File: config.mk
export PLATFORM = sky130hd
export DESIGN_NAME = instr_encoder
export DESIGN_NICKNAME = d
export VERILOG_FILES = /design/src/rtl/instr_encoder.sv
export SDC_FILE = /design/constraint.sdc
export NUM_CORES = 1
export LEC_CHECK = 0
export ABC_AREA = 1
export BUFFER_PORTS_ARGS = -buffer_cell sky130_fd_sc_hd__buf_2
export CAP_MARGIN = 30
export CORE_UTILIZATION = 46
export DETAILED_ROUTE_END_ITERATION = 10
export GPL_TIMING_DRIVEN = 0
export PLACE_DENSITY = 0.66
export SLEW_MARGIN = 10
export SYNTH_ARGS = -nofsm -noshare
export SYNTH_HDL_FRONTEND = slang
export SYNTH_SLANG_ARGS = --single-unit
File: constraint.sdc
create_clock -name clk -period 8.7 [get_ports clk]
set_input_delay 1.74 -clock clk [delete_from_list [all_inputs] [get_ports clk]]
set_output_delay 1.74 -clock clk [all_outputs]
set_load 0.05 [all_outputs]
File: src/rtl/instr_encoder.sv
// instr_encoder
//   Packs control-level instruction tuples (class, ALUControl code, registers,
//   immediate) into RV32I machine words. The words are queued in a small FIFO
//   and streamed to an instruction-memory write port, one word per pop, with a
//   byte address that advances by 4 on every accepted write.
//
//   Optional feature macro: ENC_ILLEGAL_CHECK_EN
//     defined   : illegal tuples are consumed but dropped; err goes high the
//                 cycle after and stays high until reset.
//     undefined : illegal tuples are queued as NOP (addi x0,x0,0); err is 0.
//
// Parameters
//   DEPTH      FIFO entries (power of 2, >= 2)
//   ADDR_W     width of imem_addr
//   BASE_ADDR  first write address after reset / addr_clr
//
// Ports
//   clk, rst              clock; asynchronous active-low reset
//   addr_clr              reload the address counter to BASE_ADDR
//   in_valid / in_ready   tuple handshake (in_ready = FIFO not full)
//   in_class, in_alu_ctrl instruction class and ALUControl code
//   in_rd, in_rs1, in_rs2 register fields
//   in_imm                two's-complement immediate
//   out_valid / out_ready imem write handshake
//   imem_addr, imem_wdata write address and encoded word
//   level                 FIFO occupancy
//   err                   sticky illegal-tuple flag
module instr_encoder #(
  parameter int                 DEPTH     = 4,
  parameter int                 ADDR_W    = 32,
  parameter logic [ADDR_W-1:0]  BASE_ADDR = '0
) (
  input  logic                     clk,
  input  logic                     rst,
  input  logic                     addr_clr,
  input  logic                     in_valid,
  output logic                     in_ready,
  input  logic [2:0]               in_class,
  input  logic [2:0]               in_alu_ctrl,
  input  logic [4:0]               in_rd,
  input  logic [4:0]               in_rs1,
  input  logic [4:0]               in_rs2,
  input  logic [31:0]              in_imm,
  output logic                     out_valid,
  input  logic                     out_ready,
  output logic [ADDR_W-1:0]        imem_addr,
  output logic [31:0]              imem_wdata,
  output logic [$clog2(DEPTH):0]   level,
  output logic                     err
);

  localparam int PW = $clog2(DEPTH);
  localparam logic [PW:0] FULL_LVL = (PW+1)'(DEPTH);

  // class codes
  localparam logic [2:0] CL_R      = 3'b000;
  localparam logic [2:0] CL_I      = 3'b001;
  localparam logic [2:0] CL_LOAD   = 3'b010;
  localparam logic [2:0] CL_STORE  = 3'b011;
  localparam logic [2:0] CL_BRANCH = 3'b100;

  // ALUControl codes
  localparam logic [2:0] AC_ADD = 3'b000;
  localparam logic [2:0] AC_SUB = 3'b001;
  localparam logic [2:0] AC_OR  = 3'b010;
  localparam logic [2:0] AC_AND = 3'b011;
  localparam logic [2:0] AC_SLT = 3'b101;

  // RV32I opcodes
  localparam logic [6:0] OP_R      = 7'b0110011;
  localparam logic [6:0] OP_I      = 7'b0010011;
  localparam logic [6:0] OP_LOAD   = 7'b0000011;
  localparam logic [6:0] OP_STORE  = 7'b0100011;
  localparam logic [6:0] OP_BRANCH = 7'b1100011;

  localparam logic [31:0] NOP = 32'h0000_0013;

  typedef struct packed {
    logic [2:0]  cls;
    logic [2:0]  alu;
    logic [4:0]  rd;
    logic [4:0]  rs1;
    logic [4:0]  rs2;
    logic [31:0] imm;
  } enc_req_t;

  enc_req_t req;
  assign req = '{cls: in_class, alu: in_alu_ctrl, rd: in_rd,
                 rs1: in_rs1, rs2: in_rs2, imm: in_imm};

  // No format uses immediate bits above 12.
  logic unused_imm_hi;
  assign unused_imm_hi = ^req.imm[31:13];

  // ---------------------------------------------------------------------------
  // Encoder (combinational, feeds FIFO write port directly)
  // ---------------------------------------------------------------------------
  logic [2:0]  f3;
  logic [6:0]  f7;
  logic        alu_ok;
  logic [31:0] raw_word;
  logic        enc_illegal;
  logic [31:0] enc_word;

  always_comb begin
    f3     = 3'b000;
    f7     = 7'b0000000;
    alu_ok = 1'b1;
    case (req.alu)
      AC_ADD:  f3 = 3'b000;
      AC_SUB:  begin f3 = 3'b000; f7 = 7'b0100000; end
      AC_OR:   f3 = 3'b110;
      AC_AND:  f3 = 3'b111;
      AC_SLT:  f3 = 3'b010;
      default: alu_ok = 1'b0;
    endcase
  end

  always_comb begin
    raw_word    = NOP;
    enc_illegal = 1'b0;
    case (req.cls)
      CL_R: begin
        raw_word    = {f7, req.rs2, req.rs1, f3, req.rd, OP_R};
        enc_illegal = !alu_ok;
      end
      CL_I: begin
        // funct7 is never carried for I-ALU; there is no "subi".
        raw_word    = {req.imm[11:0], req.rs1, f3, req.rd, OP_I};
        enc_illegal = !alu_ok || (req.alu == AC_SUB);
      end
      CL_LOAD:
        raw_word = {req.imm[11:0], req.rs1, 3'b010, req.rd, OP_LOAD};
      CL_STORE:
        raw_word = {req.imm[11:5], req.rs2, req.rs1, 3'b010,
                    req.imm[4:0], OP_STORE};
      CL_BRANCH:
        // imm[0] is implicitly zero in the B format and is dropped.
        raw_word = {req.imm[12], req.imm[10:5], req.rs2, req.rs1, 3'b000,
                    req.imm[4:1], req.imm[11], OP_BRANCH};
      default:
        enc_illegal = 1'b1;
    endcase
  end

  assign enc_word = enc_illegal ? NOP : raw_word;

  // ---------------------------------------------------------------------------
  // Handshakes
  // ---------------------------------------------------------------------------
  logic [PW:0] wr_ptr, rd_ptr;
  logic        full;
  logic        accept;
  logic        push;
  logic        pop;

  assign level     = wr_ptr - rd_ptr;
  assign full      = (level == FULL_LVL);
  assign out_valid = (level != '0);
  assign in_ready  = !full;
  assign accept    = in_valid && in_ready;
  assign pop       = out_valid && out_ready;

`ifdef ENC_ILLEGAL_CHECK_EN
  // Illegal tuples complete the handshake but never reach the FIFO.
  assign push = accept && !enc_illegal;

  always_ff @(posedge clk or negedge rst) begin
    if (!rst)                        err <= 1'b0;
    else if (accept && enc_illegal)  err <= 1'b1;
  end
`else
  // Illegal tuples already encode to NOP above.
  assign push = accept;
  assign err  = 1'b0;
`endif

  // ---------------------------------------------------------------------------
  // FIFO storage and pointers. Pointers carry one extra wrap bit so that
  // occupancy is a plain subtraction.
  // ---------------------------------------------------------------------------
  logic [DEPTH-1:0][31:0] mem;

  always_ff @(posedge clk) begin
    if (push) mem[wr_ptr[PW-1:0]] <= enc_word;
  end

  always_ff @(posedge clk or negedge rst) begin
    if (!rst) begin
      wr_ptr <= '0;
      rd_ptr <= '0;
    end else begin
      if (push) wr_ptr <= wr_ptr + 1'b1;
      if (pop)  rd_ptr <= rd_ptr + 1'b1;
    end
  end

  // Gate with out_valid so the port reads zero while empty (incl. reset).
  assign imem_wdata = out_valid ? mem[rd_ptr[PW-1:0]] : 32'h0;

  // ---------------------------------------------------------------------------
  // Write address: +4 per pop, wraps naturally; addr_clr overrides a pop.
  // ---------------------------------------------------------------------------
  always_ff @(posedge clk or negedge rst) begin
    if (!rst)          imem_addr <= BASE_ADDR;
    else if (addr_clr) imem_addr <= BASE_ADDR;
    else if (pop)      imem_addr <= imem_addr + ADDR_W'(4);
  end

endmodule
# [Yosys cells after proc, flatten, opt, wreduce, memory -nomap -nowiden]
# Cells that the tools add are included.
[word_totals] reg_bits=166 inputBits=58 out_inout_bits=70 word_cells=49
[classes] n_addsub=4 n_lt_le_gt_ge=3 n_eq_ne=9 mux=14 reduce_logical=12
[ops] op="$mux 32" n=6
[ops] op="$pmux 32 s5" n=1
[ops] op="$bwmux 128" n=1
[ops] op="$bmux 32 s2" n=1
[ops] op="$demux 32 s2" n=1
[ops] op="$add 32x3->32 const B" n=1
[ops] op="$eq 3x2->1 const B" n=4
[ops] op="$eq 3x3->1 const B" n=3
[ops] op="$pmux 3 s3" n=1
[ops] op="$add 3x1->3 const B" n=2
[ops] op="$eq 3x1->1 const B" n=2
[ops] op="$logic_not 3->1" n=2
[ops] op="$lt 2x3->1 const B" n=2
[ops] op="$mux 6" n=1
[ops] op="$reduce_or 5->1" n=1
[ops] op="$logic_and 1x1->1" n=3
[ops] op="$pmux 1 s3" n=1
[ops] op="$reduce_bool 3->1" n=1
[ops] op="$reduce_or 3->1" n=1
[ops] op="$sub 3x3->3" n=1
[ops] op="$ge 2x1->1 const B" n=1
[ops] op="$logic_not 1->1" n=2
[ops] op="$reduce_bool 2->1" n=1
[ops] op="$logic_or 1x1->1" n=1
[ops] op="$mux 1" n=1

# [Depth between registers and ports, before layout]
# Gate-level depths: netlist of run 1.
[depth] depth_word=8 ltp_mapped=12 mapped_depth_nobuf=11

# [Worst setup path before layout of run 1]
# OpenSTA, ideal clock, no wires.
[synth_path] path_kind="register to output" from="reg wr_ptr[0]" to="out imem_wdata[22]" arrival_time_ns=2.446 required_time_ns=6.960 setup_slack_ns=4.514 path_stages_with_launch=10 path_buffers=1 path_cell_list="dfrtp_1 inv_1 ha_1 fa_1 nand2_1 inv_1 nand3_4 clkbuf_1 nand2_1 inv_1"
[synth_via] elab_chain_cells=3
[synth_lines] item="start, declared" line_no="151" source="logic [PW:0] wr_ptr, rd_ptr;"
[synth_lines] item="start signal, assigned" line_no="193" source="if (push) wr_ptr <= wr_ptr + 1'b1;"
[synth_lines] item="$sub 3x3->3" line_no="157" source="assign level = wr_ptr - rd_ptr;"
[synth_lines] item="$reduce_bool 3->1" line_no="159" source="assign out_valid = (level != '0);"
[synth_lines] item="named net out_valid" line_no="44" source="output logic out_valid,"
[synth_lines] item="$mux 32" line_no="199" source="assign imem_wdata = out_valid ? mem[rd_ptr[PW-1:0]] : 32'h0;"
[synth_lines] item="end, declared" line_no="47" source="output logic [31:0] imem_wdata,"
# The timed path passes the listed nets, and every way through them passes these cells.

# [Final worst setup path of run 1]
[layout_path] from="reg wr_ptr[0]" to="out imem_wdata[29]"
[layout_via] elab_chain_cells=3
[layout_lines] item="$sub 3x3->3" line_no="157"
[layout_lines] item="$reduce_bool 3->1" line_no="159"
[layout_lines] item="$mux 32" line_no="199"
# No other way between the ends.

==> metrics.txt, run 1 <==
Post-CTS Setup Repair Bufs=0; PostCTS Resize Cnt=0; WS Path Type=flop to output pin; synth cell count leaders=nand2_1 (189), nor2_1 (163), edfxtp_1 (112); Synth Area in Compound Gates=around 8.5%; Comb pwr share=51.0%; Die X=129 um; number of routed nets with antenna violations=0; slowest CP cell=clkbuf_1; via count=6020; main combinational cell family by area after synthesis=simple AND/OR/NAND/NOR gates; Sequential Power Share=27.1%; die height=129 um; CTS H-tree lvls=4; Total Power=0.00356 W; fin area=about 8900 um^2; number of global-route vias before repair=about 5700; EDFF count, synth=roughly 110; pwr dens=approximately 400 nW/um^2; Max Slew Vio Count=0; gpl congestion=around 0.86; worst vdd ir=0.290 mV; top_reg_cell synth=edfxtp_1; Critical Path RT=between 6 and 7 ns; synth warn=0; Post-synth ARST share=24.3%; XOR/XNOR Fraction of Synth Area=1.31%; status=finished clean; Post-CTS Hold Fix Bufs=0; Initial Utilization=47.8%; crit path DAT=2.97 ns; CP startpoint kind=flop; FF+latch count, synth=148; CP cell instances=inv_1, ha_1, fa_1, nand2_1, inv_1, nand3_4, clkbuf_1, nand2_1, inv_1, buf_2; nets@finish=around 1000; Synth Area in Adders=between 1 and 1.5%; Post-Syn Area=7370 um^2; Syn Area/Cell=a little over 9 um^2; Pint=roughly 0.0018 W; Core ar.=approximately 15000 um^2; area of the die=16500 um^2; area grow syn2layout=21.1%; Port Buffers=between 100 and 150; synthesized instance count=approximately 800; layout cell share with drive strength beyond 1=about a fifth; Hold Violations, Final=0; P_sw=0.00173 W; clk sinks=about 150; Routed WL=18500 um; DR pass1 iterations=4; Sw Share=48.7%; drt drc=0; Clock power frac=around 22%; CTS Buf Count=17; setup TNS=0 ns; Max clock buf depth=2; Total GRT Usage=23.5%; Seq/Total Area, Yosys=between 50% and 60%; cell mode on critical path=inv_1; HP Class=flop to flop; dominant cell type by area after synthesis=edfxtp_1; ant diodes=0; simple-gate portion of the synthesized area=a little under a quarter; leakage power=3.95 nW; fmax=roughly 210 MHz; final setup fails=0; Row Count=45; Detailed Place HPWL=~13000 um; unrepaired setup endpoints after global routing=no; Worst-path clk slew=0.06 ns; num ports=128; largest net degree at the start of global routing=37; post-synthesis mux area share=0%; Netlist cell types=41; vias per cell=5.19; DR iter-0 viols=434; Avg WL per Cell=around 16 um; GRT overflow=0; CTS tree=yes; root buffer cell=clkbuf_16; top cells by area, synth=edfxtp_1 (46%), dfrtp_1 (12%), nand2_1 (9.6%), nor2_1 (8.3%), inv_1 (4.3%); global-route wire length before repair=29100 um; Layout Utilization=57.8%; Worst Max-Slew Pin Slew=0.849 ns; Critical Path Max Stage Delay=0.54 ns; max_cap viols=0; insertion delay to the later sink of the worst-skew pair=approximately 0.43 ns; Crit Path Max Fanout=12; Critical Path End Type=output pin; Max-slew headroom=43.4%; Period Utilization, post-route=54.2%; minimum clock period=4.71 ns; clk_skew=0.00932 ns; post-synth top area share=45.7%; DP Area=8290 um^2; most frequent cell after synthesis=nand2_1; initial antenna violation count=0
## power groups by stage
stage / Sequential (W) / Clock (W) / Combinational (W)
global route: 0.000975 / 0.000814 / 0.00194
global placement: 0.000984 / 0 / 0.00176
CTS: 0.000964 / 0.000787 / 0.00183
floorplan: 0.000985 / 0 / 0.00130
finish: 0.000964 / 0.000780 / 0.00181
detailed placement: 0.000978 / 0 / 0.00182
## logic make-up (layout without fill, tap and decap cells)
family          count (synthesis)  after routing
compound gates                 98             98
simple gates                  411            411
buf+inv                       129            268
fa+ha+maj                       8              8
flops                         148            148
xor+xnor                       11             11
other cells                     1              5
## cells in the final DEF (no fill, tap or decap), types with 7 or more instances in the layout
| master | synthesis | final |
|---|---|---|
| nand2_1 | 189 | 189 |
| nor2_1 | 163 | 159 |
| edfxtp_1 | 112 | 112 |
| buf_2 | 8 | 111 |
| inv_1 | 85 | 85 |
| o21ai_0 | 42 | 42 |
| dfrtp_1 | 36 | 36 |
| o32ai_1 | 28 | 28 |
| nand3_1 | 23 | 23 |
| clkbuf_16 | 0 | 17 |
| a21oi_1 | 16 | 16 |
| nand4_1 | 14 | 14 |
| clkbuf_1 | 12 | 13 |
| xor2_1 | 11 | 11 |
| buf_4 | 9 | 9 |
| inv_2 | 7 | 7 |
| ha_1 | 7 | 7 |
## registers in the layout, indices dropped and copies added (netlist names)
| signal | count |
|---|---|
| wr_ptr | 3 |
| imem_addr | 30 |
| mem | 112 |
| rd_ptr | 3 |
## layout make-up
| class | count | area (um^2) |
|---|---|---|
| plain buffers | 35 | 198 |
| multi-input cells | 533 | 2590 |
| fillers | 1409 | 6510 |
| clock inverters | 14 | 198 |
| inverters | 94 | 357 |
| flip-flops and latches | 148 | 4260 |
| clock buffers | 18 | 429 |
| repair buffers | 107 | 618 |
| well taps | 211 | 264 |
## through the flow
step | hold WS, ns | std cells | setup slack [ns]
after floorplan | 0.482 | 810 | 4.51
after global placement | 0.504 | 1124 | 4.05
after detailed placement | 0.502 | 1128 | 4.43
after CTS | 0.514 | 1160 | 3.96
after global routing | 0.529 | 1160 | 3.77
final | 0.516 | 1160 | 3.99
## worst max-delay path: cells and delay by family (launching register included)
kind	cells	cell delay [ns]
flip-flops	1	0.38
adder cells (fa/ha/maj)	2	0.70
buffers and inverters	5	1.05
AND/OR/NAND/NOR	3	0.40
## worst paths after layout
check,from,endpoint,slack [ns],depth (start not counted)
worst max-delay path,wr_ptr[0]$_DFFE_PN0P_,imem_wdata[29],3.99,10
worst max register to register,wr_ptr[0]$_DFFE_PN0P_,mem[126]$_DFFE_PP_,6.02,9
max in group asynchronous,rst,imem_addr[12]$_DFFE_PN0P_,6.74,1
worst min register to register,rd_ptr[2]$_DFFE_PN0P_,rd_ptr[2]$_DFFE_PN0P_,0.52,1
min in group asynchronous,rst,wr_ptr[2]$_DFFE_PN0P_,1.42,1
worst min-delay path,rd_ptr[2]$_DFFE_PN0P_,rd_ptr[2]$_DFFE_PN0P_,0.52,1
## per-layer routing
layer / GRT usage, % / vias to the layer above / share of wire [%]
li1: - / 2918 / -
met1: 30.7 / 2886 / 44
met2: 39.5 / 202 / 49
met3: 4.70 / 14 / 5.6
met4: 7.27 / 0 / 0.95
met5: 0 / - / 0
No activity file was read; power rests on OpenSTA's default activity.
==> run 2, diff against run 1 <==
--- a/config.mk
+++ b/config.mk
@@ -5,7 +5,7 @@
 export SDC_FILE = /design/constraint.sdc
 export NUM_CORES = 1
 export LEC_CHECK = 0
-export ABC_AREA = 1
+export ABC_AREA = 0
 export BUFFER_PORTS_ARGS = -buffer_cell sky130_fd_sc_hd__buf_2
 export CAP_MARGIN = 30
 export CORE_UTILIZATION = 46
==> constraint.sdc (replaced) <==
create_clock -name clk -period 4.35 [get_ports clk]
set_input_delay 0.87 -clock clk [delete_from_list [all_inputs] [get_ports clk]]
set_output_delay 0.87 -clock clk [all_outputs]
set_load 0.05 [all_outputs]
==> run 2 against run 1 <==
Compared with the run above: the run now ends with DRC left; non-clock buffer count decreased by 5; routed wire length decreased by 19%; combinational power increased by 86%; die area decreased by 5.0%; synthesized cell count decreased by 37%; sequential power increased by 110%; clock-buffer cell count increased by 1; first-iteration DRC count decreased by 14%; design area decreased by 6.6%; critical endpoint is now imem_wdata[24]; core utilization decreased by 1.2 points; via count decreased by 21%.
==> metrics.txt, run 2 <==
XOR/XNOR Fraction of Synth Area=1.52%; Netlist cell types=49; most frequent cells in the layout=edfxtp_1 (112), buf_2 (105), dfrtp_1 (36), nor2_1 (32), and2_1 (31); top_reg_cell synth=edfxtp_1; Critical Path End Type=output pin; CTS Buf Count=17; area of the die=15700 um^2; fillcell total=1218; insertion delay to the later sink of the worst-skew pair=0.43 ns; Layout Utilization=between 50 and 60%; drt drc=10; Period Utilization, post-route=a little over 90%; clk_skew=0.0151 ns; PostCTS Resize Cnt=0; Worst-path clk slew=0.06 ns; clk sinks=around 150; CP startpoint kind=flop; most common cell after layout, fill and taps aside=edfxtp_1; layout cell share with drive strength beyond 1=between 20% and 30%; Synth Area in Compound Gates=between 8 and 9%; Core ar.=14700 um^2; final worst slack=0.295 ns; WS Path Type=flop to output pin; vias per cell=5.76; leakage power=3.14 nW; Max-slew headroom=45.4%; dpl ws=0.714 ns; minimum clock period=4.06 ns; most frequent cell after synthesis=edfxtp_1; pwr dens=809 nW/um^2; Initial Utilization=a little under half; global-route wire length before repair=~24000 um; Post-synth ARST share=24.3%; HP Class=flop to flop; Detailed Place HPWL=10300 um; Post-CTS Hold Fix Bufs=0; Total GRT Usage=20.6%; EDFF count, synth=approximately 110; number of global-route vias before repair=4631; simple-gate portion of the synthesized area=between 10% and 20%; largest net degree at the start of global routing=37; initial antenna violation count=0; nets@finish=700; status=finished with violations; Worst Max-Slew Pin Slew=just over 0.8 ns; Routed WL=around 15000 um; Port Buffers=100; max_cap viols=0; unrepaired setup endpoints after global routing=no; worst vdd ir=0.592 mV; CTS tree=yes; post-synthesis mux area share=a little over a tenth; gpl congestion=0.870; final setup fails=0; Post-CTS Setup Repair Bufs=0; GRT overflow=0; Max clock buf depth=2; dominant cell type by area after synthesis=edfxtp_1; Syn Area/Cell=~14 um^2; Seq/Total Area, Yosys=61.0%; CTS H-tree lvls=4; max reg flops=112; area grow syn2layout=19.2%; FF+latch count, synth=between 100 and 150; Die X=125 um; post-synth top area share=48.1%; Post-Syn Area=6990 um^2; via count=4783; Avg WL per Cell=18.2 um; ant diodes=0; top cells by area, synth=edfxtp_1 (48%), dfrtp_1 (13%), mux4_2 (9.0%), and2_1 (3.1%), a21oi_1 (1.9%); setup TNS=0 ns; crit path DAT=approximately 3.2 ns; num ports=roughly 130; synth cell count leaders=edfxtp_1 (112), dfrtp_1 (36), and2_1 (35); Crit Path Max Fanout=12; Synth Area in Adders=1.54%; fmax=roughly 250 MHz; DR iter-0 viols=375; Max Slew Vio Count=0; DR pass1 iterations=8; die height=125 um; Hold Violations, Final=0; synth warn=0; Row Count=between 40 and 50; main combinational cell family by area after synthesis=simple AND/OR/NAND/NOR gates; number of routed nets with antenna violations=0; synthesized instance count=510; Critical Path RT=3.48 ns; root buffer cell=clkbuf_16; failing checks=DRC
## run 2: worst paths after layout
| path | end | from | slack, ns | cells past startpoint |
|---|---|---|---|---|
| worst max-delay path | imem_wdata[24] | wr_ptr[0]$_DFFE_PN0P_ | 0.29 | 9 |
| worst min-delay path | wr_ptr[2]$_DFFE_PN0P_ | wr_ptr[2]$_DFFE_PN0P_ | 0.48 | 1 |
| worst max register to register | mem[91]$_DFFE_PP_ | wr_ptr[0]$_DFFE_PN0P_ | 1.23 | 6 |
| worst min register to register | wr_ptr[2]$_DFFE_PN0P_ | wr_ptr[2]$_DFFE_PN0P_ | 0.48 | 1 |
| max in group asynchronous | imem_addr[19]$_DFFE_PN0P_ | rst | 3.28 | 1 |
| min in group asynchronous | imem_addr[24]$_DFFE_PN0P_ | rst | 0.54 | 1 |
## run 2: where the power goes
| group | internal (W) | switching, W |
|---|---|---|
| Clock | 0.000840 | 0.000551 |
| Sequential | 0.00189 | 0.0000971 |
| Combinational | 0.000937 | 0.00242 |
## run 2: cell families after synthesis
| kind of cell | after synthesis |
|---|---|
| and+or+nand+nor | 160 |
| DFF | 148 |
| AOI/OAI and AO/OA | 87 |
| buffers and inverters | 58 |
| muxes | 38 |
| xor gates and xnor gates | 10 |
| adders and majority gates | 8 |
| other | 1 |
## run 2: final cells by class
cell class / instances / area, um^2 / share of cell area [%]
sequential: 148 / 4260 / 51.2
multi-input combinational: 308 / 2490 / 29.9
clock buffer: 19 / 433 / 5.20
tap: 184 / 230 / 2.76
timing repair buffer: 101 / 520 / 6.25
inverter: 22 / 82.6 / 0.991
buffer: 36 / 175 / 2.10
clock inverter: 13 / 135 / 1.62
## run 2: metal layers
metal | wire (um) | track usage, %
met5 | 0 | 0
met4 | 120 | 6.17
met3 | 914 | 5.43
met2 | 7630 | 33.5
met1 | 6430 | 27.2
## run 2: worst max-delay path, stage by stage (launching register included)
cell and delay (ns):
dfrtp_1 0.38, inv_1 0.11, ha_1 0.22, fa_1 0.36
xor3_4 0.41, nor2_1 0.36, inv_1 0.16, clkbuf_1 0.29
and2_1 0.25, buf_2 0.21
## run 2: per-stage QoR
step / total power [W] / instance area [um^2] / std cells / hold WS, ns
3_5_place_dp: 0.00542 / 7760 / 799 / 0.467
2_1_floorplan: 0.00460 / 7010 / 514 / 0.443
3_3_place_gp: 0.00537 / 7740 / 798 / 0.457
6_report: 0.00674 / 8330 / 831 / 0.481
5_1_grt: 0.00705 / 8330 / 831 / 0.516
4_1_cts: 0.00682 / 8330 / 831 / 0.479
